[config.mk]
export PLATFORM = sky130hd
export DESIGN_NAME = boot_loader
export DESIGN_NICKNAME = d
export VERILOG_FILES = /design/src/rtl/soc_pkg.sv /design/src/rtl/boot_loader.sv
export SDC_FILE = /design/constraint.sdc
export NUM_CORES = 1
export LEC_CHECK = 0
export CORE_MARGIN = 4
export CORE_UTILIZATION = 50
export CTS_CLUSTER_DIAMETER = 80
export DETAILED_ROUTE_END_ITERATION = 10
export GPL_ROUTABILITY_DRIVEN = 1
export GPL_TIMING_DRIVEN = 0
export PLACE_DENSITY = 0.92
export SKIP_LAST_GASP = 1
export SLEW_MARGIN = 20
export SYNTH_ARGS = -nofsm -noshare
export SYNTH_HDL_FRONTEND = slang
export SYNTH_SLANG_ARGS = --single-unit
[constraint.sdc]
create_clock -name clk -period 3.02 [get_ports clk]
set_input_delay 0.906 -clock clk [delete_from_list [all_inputs] [get_ports clk]]
set_output_delay 0.906 -clock clk [all_outputs]
set_load 0.03 [all_outputs]
[src/rtl/soc_pkg.sv]
// Shared SoC definitions: word width, boot ROM geometry and boot loader state encoding.
package soc_pkg;

    localparam int unsigned WORD_W         = 16;
    localparam int unsigned ROM_AW         = 5;
    localparam int unsigned BOOT_ROM_WORDS = 32;

    typedef logic [WORD_W-1:0] word_t;
    typedef logic [ROM_AW-1:0] rom_addr_t;

    typedef enum logic [2:0] {
        ST_IDLE  = 3'd0,
        ST_READ  = 3'd1,
        ST_CAPT  = 3'd2,
        ST_WRITE = 3'd3,
        ST_DONE  = 3'd4
    } boot_state_e;

    // Copy-in-progress states; drives the busy flag.
    function automatic logic state_is_busy(input boot_state_e s);
        return (s == ST_READ) || (s == ST_CAPT) || (s == ST_WRITE);
    endfunction

    // ROM fetch states; drives the ROM chip select.
    function automatic logic state_is_fetch(input boot_state_e s);
        return (s == ST_READ) || (s == ST_CAPT);
    endfunction

endpackage

[src/rtl/boot_loader.sv]
// Boot loader: copies ROM_WORDS words from boot ROM into RAM at reset release or on start,
// keeping the CPU held until the copy is complete and accumulating a 16-bit checksum.
module boot_loader
    import soc_pkg::*;
#(
    parameter int unsigned        ROM_WORDS = BOOT_ROM_WORDS,
    parameter int unsigned        RAM_AW    = 12,
    parameter logic [RAM_AW-1:0]  RAM_BASE  = RAM_AW'(12'h000)
) (
    input  logic              clk,
    input  logic              rst_n,
    input  logic              start,
    output logic              rom_cs,
    output logic              rom_we,
    output logic [4:0]        rom_addr,
    input  logic [15:0]       rom_dout,
    output logic              ram_cs,
    output logic              ram_we,
    output logic [RAM_AW-1:0] ram_addr,
    output logic [15:0]       ram_din,
    input  logic              ram_ready,
    output logic              cpu_hold,
    output logic              busy,
    output logic              done,
    output logic [15:0]       checksum
);

    localparam rom_addr_t LAST_IDX = ROM_AW'(ROM_WORDS - 1);

    boot_state_e state_q, state_d;
    rom_addr_t   idx_q, idx_d;
    word_t       buf_q, buf_d;
    word_t       cks_d;

    logic              rom_cs_d;
    rom_addr_t         rom_addr_d;
    logic              ram_cs_d;
    logic              ram_we_d;
    logic [RAM_AW-1:0] ram_addr_d;
    word_t             ram_din_d;
    logic              cpu_hold_d;
    logic              busy_d;
    logic              done_d;

    // The ROM is read-only from this block.
    assign rom_we = 1'b0;

    // State and registered outputs; outputs are computed from next-state so they line up with state.
    always_ff @(posedge clk or negedge rst_n) begin
        if (!rst_n) begin
            state_q  <= ST_IDLE;
            idx_q    <= '0;
            buf_q    <= '0;
            checksum <= '0;
            rom_cs   <= 1'b0;
            rom_addr <= '0;
            ram_cs   <= 1'b0;
            ram_we   <= 1'b0;
            ram_addr <= '0;
            ram_din  <= '0;
            cpu_hold <= 1'b1;
            busy     <= 1'b0;
            done     <= 1'b0;
        end else begin
            state_q  <= state_d;
            idx_q    <= idx_d;
            buf_q    <= buf_d;
            checksum <= cks_d;
            rom_cs   <= rom_cs_d;
            rom_addr <= rom_addr_d;
            ram_cs   <= ram_cs_d;
            ram_we   <= ram_we_d;
            ram_addr <= ram_addr_d;
            ram_din  <= ram_din_d;
            cpu_hold <= cpu_hold_d;
            busy     <= busy_d;
            done     <= done_d;
        end
    end

    // Next-state, word index, capture buffer and checksum.
    always_comb begin
        state_d = state_q;
        idx_d   = idx_q;
        buf_d   = buf_q;
        cks_d   = checksum;
        unique case (state_q)
            ST_IDLE: begin
                state_d = ST_READ;
                idx_d   = '0;
                cks_d   = '0;
            end
            ST_READ: begin
                state_d = ST_CAPT;
            end
            ST_CAPT: begin
                buf_d   = rom_dout;
                cks_d   = checksum + rom_dout;
                state_d = ST_WRITE;
            end
            ST_WRITE: begin
                if (ram_ready) begin
                    if (idx_q == LAST_IDX) begin
                        state_d = ST_DONE;
                    end else begin
                        idx_d   = idx_q + ROM_AW'(1);
                        state_d = ST_READ;
                    end
                end
            end
            ST_DONE: begin
                if (start) begin
                    state_d = ST_READ;
                    idx_d   = '0;
                    cks_d   = '0;
                end
            end
            default: begin
                state_d = ST_IDLE;
            end
        endcase
    end

    // Output decode of the upcoming state; WRITE holds address/data stable while stalled.
    always_comb begin
        rom_cs_d   = state_is_fetch(state_d);
        rom_addr_d = idx_d;
        ram_cs_d   = 1'b0;
        ram_we_d   = 1'b0;
        ram_addr_d = '0;
        ram_din_d  = '0;
        busy_d     = state_is_busy(state_d);
        done_d     = (state_d == ST_DONE);
        cpu_hold_d = (state_d != ST_DONE);
        if (state_d == ST_WRITE) begin
            ram_cs_d   = 1'b1;
            ram_we_d   = 1'b1;
            ram_addr_d = RAM_BASE + RAM_AW'(idx_d);
            ram_din_d  = buf_d;
        end
    end

endmodule

* Word level (Yosys, flattened, before mapping)
Cells that the tools add are included.
** Storage, ports and cells
- Flip-flop bits (word level) :: 73
- Word-level logic and storage cells :: 43
** Cells by class
- Eq/ne operators :: 11
- Reductions and logical operators :: 5
- $add $sub $neg :: 2
- Multiplexer cells :: 14
** Operator list (count)
- 16-bit two-way mux :: 3
- 16-bit case mux with 3 select lines :: 1
- 5-bit two-way mux :: 4
- 16-bit adder :: 1
- 3-bit case mux with 5 select lines :: 1
- 5-bit case mux with 3 select lines :: 1
- 3-bit by 2-bit equality test with 1-bit output, second input constant :: 4
- 3-bit two-way mux :: 3
- 3-bit by 1-bit equality test with 1-bit output, second input constant :: 2
- 3-bit equality test, second input constant :: 2
- 5-bit by 1-bit adder with 5-bit output, second input constant :: 1
- 5-bit equality test, second input constant :: 1
- 3-bit zero test :: 1
- 3-bit != test, second input constant :: 1
- 3-bit nonzero test :: 1
- 1-bit logical OR :: 2
- 2-bit != test, second input constant :: 1
- 2-bit AND reduction :: 1
- 1-bit two-way mux :: 1

* Logic depth before layout (Yosys ltp)
- Depth in word-level cells :: 7
- Gate-level depth with buffers :: 9

* Worst setup path before layout
No wires, ideal clock.
- Kind :: in2reg
- From :: in rom_dout[0]
- To :: reg checksum[14]
- Path slack :: 0.038 ns
- Data arrival time :: 2.887 ns
- Stages :: 9
- Required time :: 2.925 ns
- Buffers on the path :: 0
- Cell sequence :: ha_1 > fa_1 > a21o_1 > a21o_1 > a21o_1 > a311oi_2 > nor3_1 > o31a_1 > o31ai_1
** On the way
- Word-level cells in the longest chain between the ends :: 2
** RTL lines
- from (decl) :: RTL line boot_loader.sv:16 : input logic [15:0] rom_dout,
- 16-bit adder :: RTL line boot_loader.sv:98 : cks_d = checksum + rom_dout;
- 16-bit case mux with 3 select lines :: RTL line boot_loader.sv:87 : unique case (state_q)
- to (signal assigned) :: RTL line boot_loader.sv:68 : checksum <= cks_d;
- to (decl) :: RTL line boot_loader.sv:25 : output logic [15:0] checksum
Every way passes these cells.
A chain may end at the register's enable or synchronous reset.

* Final worst setup path
- From :: in rom_dout[2]
- To :: reg checksum[14]
Same word-level chain as after synthesis.

==> metrics.yaml <==
yosys:
  yosys.area_share.adder_pct: 6.94
  synthMuxAreaShare_pct: 0.315
  synth_edf_count: 0
  synth_seq_cells: 66
  yosysWarningCount: 0
  synth-main-ff-cell: "dfrtp_1"
  syn_avg_cell_area_um2: 9.74
  async_flop_share_pct: 100
  ys_seq_area_share_pct: 52.1
  mappedNetlistArea_um2: 3170
  synthXorXnorAreaFrac_pct: 2.76
  synth_top_family_by_area: "compound AO/OA/AOI/OAI gates"
  synthCells: 326
  synth-simple-area-share_pct: 16.7
  synth_compound_area_share_pct: 16.7
  synth_cell_types: 45
routing:
  dr.pass1.iters: 6
  finalWirelength_um: 8280
  wl_per_cell_um: 16.8
  drtIter0Drc: 198
  drtAntennaViolNets: 0
  route.detailed.drc: 0
  dr_total_vias: 2791
  via_per_inst: 5.65
timing:
  finalSetupViolCount: 0
  fin_crit_ns: 2.99
  rsz0062_at_grt: "false"
  finalSetupTns_ns: 0
  skew_ns: 0.00704
  finalHoldViolations: 0
  clock.fmax_mhz: 335
  drv_slew: 0
  slew_headroom_pct: 64.9
  worst_slew_pin_slew_ns: 0.526
  hold_ws_ns: 0.401
  period_share_pct: 98.9
global_routing:
  track_usage_pct: 22.3
  grt_pass1_vias: 2772
  globalRouteOverflowTotal: 0
  grt_max_degree: 55
  antenna_found_initial: 0
  grt_pass1_wl_um: 13200
finish:
  final_cell_mix: "nand2_1, dfrtp_1, clkdlybuf4s50_1"
  diodes: 0
  final_common_cell: "nand2_1"
  final_area_um2: 4260
  area_growth_pct: 34.3
  nets: 451
  final_core_util_pct: 70.7
  instances_no_fill: 494
  drive_above_1_share_pct: 10.3
job:
  maxCapViolations: 0
outcome:
  status: "completed"
floorplan:
  ios: 76
  dieWidth_um: 87.7
  coreArea_um2: 6030
  die-area_um2: 7690
  die_h_um: 87.7
  start_util_pct: 52.7
  rows: 28
cts:
  cts_buffers: 9
  cts_tree: "yes"
  cts_buffer_depth: 2
  cts.sinks: 66
  hold_buffers: 0
  cts-root-buf: "clkbuf_8"
  clk_latency_ns: 0.34
  path_clk_slew_ns: 0.07
  htreeDepth: 3
setup_path:
  start_kind: "input pin"
  cp-end-kind: "flop"
  reg2reg_depth: 9
  cp_max_fo: 4
  cp.required_ns: 3.27
  path_class: "in2reg"
  critical_path_arrival_ns: 3.24
placed_design:
  dpl_cell_area_um2: 3980
  io_buffer_count: 66
  dp.cells: 475
  hpwl_um: 5840
  routabilityCongestion: 0.894
pwr:
  ir_drop_mv: 0.643
  powerDensity_nw_per_um2: 1150
  power_leakage_nw: 2.00
min_path:
  hp-class: "in2async"
## stage by stage
step           total power, mW  setup WS (ns)
2_1_floorplan             3.08         0.0378
3_3_place_gp              3.86         -0.971
3_5_place_dp              3.97         -0.656
4_1_cts                   4.87        0.00922
5_1_grt                   5.19        0.00527
6_report                  4.92         0.0320
## synth_stat cells, types with 3 or more instances
cell | n | share of area, %
a21o_1 | 6 | 1.4
ha_1 | 16 | 6.3
nor2_1 | 13 | 1.5
nand2b_1 | 4 | 0.79
buf_4 | 9 | 2.1
clkbuf_1 | 10 | 1.2
a21oi_1 | 29 | 4.6
nand3_1 | 5 | 0.79
xnor2_1 | 4 | 1.1
a31oi_1 | 3 | 0.59
nor2b_1 | 3 | 0.59
o21ai_0 | 20 | 3.2
and2_1 | 8 | 1.6
xor2_1 | 6 | 1.7
inv_1 | 9 | 1.1
nor3_1 | 4 | 0.63
and3_1 | 3 | 0.59
nand2_1 | 71 | 8.4
dfrtp_1 | 65 | 51
nand4_1 | 3 | 0.59
## critical path: stages
cell and delay [ns]:
clkdlybuf4s50_1 0.46, ha_1 0.37, a21o_1 0.20, a21o_1 0.18
a21o_1 0.20, a311oi_2 0.30, nor3_2 0.11, o31a_1 0.28
o31ai_1 0.23
## registers in the layout, summed over array words and instances (netlist names)
register	cells
state_q	3
cpu_hold	1
buf_q	16
checksum	16
idx_q	5
done	1
rom_cs	1
ram_we	1
ram_din	16
busy	1
ram_addr	5
## power breakdown
part	internal, mW	total [mW]	switching [mW]
logic	1.04	2.66	1.62
registers	1.25	1.43	0.186
clock network	0.485	0.827	0.342
total	2.77	4.92	2.14
## final timing paths
path / from / end / slack [ns]
max: rom_dout[2] / checksum[14]$_DFFE_PN0P_ / 0.03
min: rst_n / idx_q[1]$_DFF_PN0_ / 0.40
max reg2reg: checksum[0]$_DFFE_PN0P_ / checksum[14]$_DFFE_PN0P_ / 0.44
min reg2reg: buf_q[4]$_DFF_PN0_ / buf_q[4]$_DFF_PN0_ / 0.48
max in group asynchronous: rst_n / ram_din[1]$_DFF_PN0_ / 2.09
min in group clk: buf_q[4]$_DFF_PN0_ / buf_q[4]$_DFF_PN0_ / 0.48
## metal layers
layer	part of all wire [%]	global-route usage [%]	up-vias
li1	-	-	1298
met2	49	35.4	112
met1	42	28.8	1353
met4	3.6	12.0	0
met3	5.3	4.52	28
met5	0	0	-
## area by class of cell
class,instances,area [um^2]
buffer,18,101
clock buffer,11,141
clock inverter,5,77.6
fill,429,1760
inverter,9,33.8
multi-input combinational,239,1450
sequential,66,1650
tap,75,93.8
timing repair buffer,71,713
## logic make-up (layout without fill, tap and decap cells)
logic type | count (synthesis) | count (layout)
DFF | 66 | 66
xor gates and xnor gates | 10 | 10
buffers and inverters | 28 | 114
other | 1 | 8
AOI/OAI and AO/OA | 83 | 83
muxes | 1 | 1
and+or+nand+nor | 120 | 120
adders and majority gates | 17 | 17
## timing repair
action | CTS | global route
buffers inserted | 4 | 0
gates resized for setup | 7 | 3
setup endpoints to repair | 4 | 4
pin swaps | 7 | 2
(Power assumes the default switching activity.)
==> variant 1: new RTL, config.mk and constraints unchanged <==
Take the reset off `checksum`, `rom_addr`, `ram_addr` and `ram_din` and load them in a clocked block of their own.
--- a/src/rtl/boot_loader.sv
+++ b/src/rtl/boot_loader.sv
@@ -51,13 +51,9 @@
             state_q  <= ST_IDLE;
             idx_q    <= '0;
             buf_q    <= '0;
-            checksum <= '0;
             rom_cs   <= 1'b0;
-            rom_addr <= '0;
             ram_cs   <= 1'b0;
             ram_we   <= 1'b0;
-            ram_addr <= '0;
-            ram_din  <= '0;
             cpu_hold <= 1'b1;
             busy     <= 1'b0;
             done     <= 1'b0;
@@ -65,17 +61,20 @@
             state_q  <= state_d;
             idx_q    <= idx_d;
             buf_q    <= buf_d;
-            checksum <= cks_d;
             rom_cs   <= rom_cs_d;
-            rom_addr <= rom_addr_d;
             ram_cs   <= ram_cs_d;
             ram_we   <= ram_we_d;
-            ram_addr <= ram_addr_d;
-            ram_din  <= ram_din_d;
             cpu_hold <= cpu_hold_d;
             busy     <= busy_d;
             done     <= done_d;
         end
+    end
+
+    always_ff @(posedge clk) begin
+        checksum <= cks_d;
+        rom_addr <= rom_addr_d;
+        ram_addr <= ram_addr_d;
+        ram_din  <= ram_din_d;
     end
 
     // Next-state, word index, capture buffer and checksum.
Behaviour: differs if rst_n is asserted again (counterexample within 4 cycles, from zero or initial values and one cycle with rst_n low); with rst_n held inactive, the same outputs for 10 cycles.
==> variant 1 against the unedited design <==
- sequential cell count increased by 5
- register-to-register slack better by 290 ps
- die area up 1.2%
- routed wire length down 8.7%
- final area is 0.88% higher
- hold slack gained 72 ps
- setup slack improved by 92 ps
- synthesized area rose by 1.3%
- final cell count is 2.6% lower
- non-clock buffer count unchanged
- total power increased by 7.2%
- clock power increased by 6.4%
==> variant 1: results (changes against the unedited design) <==
metric,value,unit,change
status,"finished, final reports clean",,
Starting DRT DRC Count,265,,+34%
top post-synthesis cells by count,"nand2_1 (61), dfrtp_1 (28), a21oi_1 (27)",,
Post-CTS Setup Bufs,2,,-2
Max IR drop VDD,0.784,mV,+22%
Non-clk invs,10,,+1
number of nets in the layout,438,,-2.9%
Seq pwr share,0.309,,+0.018
final worst slack,124,ps,+91.8 ps
clk tree area frac,0.0562,,+0.00479
Sw Pwr,0.00222,W,+3.4%
clkbuf count,12,,+1
Sequential Area,1730,um2,+4.5%
Pleak,1.90,nW,-5.1%
reg2reg start,checksum[0],,
P per Cell Area,1230,nW/um2,+6.3%
port bufs,67,,+1.5%
NonClk Buf Share,0.193,,+0.00212
Setup crit end,checksum[15],,
largest net degree at the start of global routing,30,,-45%
RR Endpoint,checksum[12],,
met3 Resource Use GR,0.0661,,+0.0210
Critical Path Source,rom_dout[4],,
worst-path maximum fanout,5,,+1
sequential fraction of the synthesis area,0.537,,+0.0165
Worst slew margin,0.561,,-0.0878
Metal-1 WL,3020,um,-13%
Routed WL,7560,um,-8.7%
Resize count post-CTS,4,,-3
"EDFF count, synth",16,,+16
synth top area cells,"dfrtp_1 (22%), dfxtp_1 (16%), edfxtp_1 (15%)",,
Multi-input gate area,1370,um2,-5.5%
comb_multi_in,220,,-7.9%
#FFs+latches synth,71,,+7.6%
M1 GR Usage,0.246,,-0.0417
asr flop ratio synth,0.408,,-0.592
fraction of layout cells with a size suffix above 1,0.131,,+0.0279
Slowest Stage Delay on Critical Path,440,ps,-20 ps
## variant 1: cell count changes after synthesis, moves of 3 or more
| cell | delta |
|---|---|
| dfxtp_1 | +26 |
| buf_2 | +3 |
| clkbuf_1 | -8 |
| nor2_1 | +5 |
| o21ai_0 | -12 |
| edfxtp_1 | +16 |
| dfrtp_1 | -37 |
| nand2_1 | -10 |
## variant 1: kinds of logic after synthesis
kind of cell / synth area share
adders and majority gates: 0.0685
other: 0.00117
DFF: 0.537
AOI/OAI and AO/OA: 0.149
muxes: 0.00661
buffers and inverters: 0.0517
xor gates and xnor gates: 0.0245
and+or+nand+nor: 0.161
## variant 1: per-stage QoR
stage / area, um2 / cells / hold slack (ps)
after floorplan: 3240 / 319 / 439
after global placement: 4010 / 461 / 451
after detailed placement: 4020 / 462 / 457
after CTS: 4290 / 480 / 477
after global routing: 4300 / 481 / 492
final: 4300 / 481 / 473
==> variant 2: new RTL, config.mk and constraints unchanged <==
Without the edit above. Re-encode `boot_state_e` (5 states) as Gray code, 3 bits wide.
--- a/src/rtl/soc_pkg.sv
+++ b/src/rtl/soc_pkg.sv
@@ -9,11 +9,11 @@
     typedef logic [ROM_AW-1:0] rom_addr_t;
 
     typedef enum logic [2:0] {
-        ST_IDLE  = 3'd0,
-        ST_READ  = 3'd1,
-        ST_CAPT  = 3'd2,
-        ST_WRITE = 3'd3,
-        ST_DONE  = 3'd4
+        ST_IDLE  = 3'b000,
+        ST_READ  = 3'b001,
+        ST_CAPT  = 3'b011,
+        ST_WRITE = 3'b010,
+        ST_DONE  = 3'b110
     } boot_state_e;
 
     // Copy-in-progress states; drives the busy flag.
Formal check against the unedited RTL: no difference found for any inputs over 10 cycles, from zero or initial values and one cycle with rst_n low; not proved beyond that.
==> variant 2 against the unedited design <==
- fmax grew 5.1%
- setup slack gained 150 ps
- synthesized area grew 5.3%
- first-iteration DRC count is 19% lower
- total power is 2.9% lower
- sequential cell count did not move
- final area up 2.2%
- routed wire length down 4.9%
==> variant 2: results (changes against the unedited design) <==
metric,value,unit,change
first-pass GRT wire length,13300,um,+0.84%
Non-clk invs,8,,-1
status,"finished, final reports clean",,
fraction of layout cells with a size suffix above 1,0.111,,+0.00797
P_clk,0.000791,W,-4.4%
vias in the first global route,2912,,+5.1%
number of nets in the layout,466,,+3.3%
final-layout fill cell count,508,,+18%
M1 GR Usage,0.253,,-0.0348
DR vias,2884,,+3.3%
synth top area cells,"dfrtp_1 (49%), nand2_1 (8.4%), ha_1 (6.0%)",,
Post-Synth Adder-Cell Area,0.0659,,-0.00351
Seq pwr share,0.290,,about the same
"Cell Count, Final, Fillers Out",511,,+3.4%
largest net degree at the start of global routing,37,,-33%
Post-CTS Setup Bufs,0,,-4
Resize count post-CTS,0,,-7
Worst Max-Slew Pin Slew,756,ps,+229 ps
comb_multi_in,253,,+5.9%
CP arrival,3040,ps,-200 ps
Detailed Place HPWL,5860,um,+0.33%
Worst Skew,5.11,ps,-1.93 ps
mux contribution to synthesized area,0.0124,,+0.00920
Multi-input gate area,1520,um2,+5.1%
Worst Hold Class,flip-flop to flip-flop,,
sequential share of cell area,0.380,,-0.00825
TritonRoute pass-1 iters,4,,-2
Buffers excl. clock,91,,+2.2%
pre-CTS WS,-133,ps,+523 ps
sequential fraction of the synthesis area,0.494,,-0.0263
utilization after layout,0.678,,-0.0293
==> variant 2: cell count changes after synthesis, moves of 4 or more <==
cell	before	now
o21ai_1	0	15
o21ai_0	20	9
clkbuf_1	10	3
buf_2	0	6
a21oi_1	29	34
buf_6	0	4
nand2_1	71	75
nand3_1	5	9
nor2_1	13	9
==> variant 2: worst reg2reg max path, stage by stage (launching register included) <==
cell     delay, ps
dfrtp_1        400
ha_1           220
fa_1           410
a21oi_1        310
o22ai_1        250
a31oi_1        250
xor2_1         160
o21ai_1         70
==> variant 2: path summary, 6_finish.rpt <==
path                           endpoint  slack, ps         from  depth (start not counted)
setup / recovery           checksum[10]        180  rom_dout[0]                          8
hold / removal                 buf_q[4]        470     buf_q[4]                          2
setup reg to reg           checksum[10]        840  checksum[0]                          7
hold reg to reg                buf_q[4]        470     buf_q[4]                          2
max in group asynchronous      buf_q[6]       2000        rst_n                          2
min in group asynchronous   ram_addr[3]        500        rst_n                          1
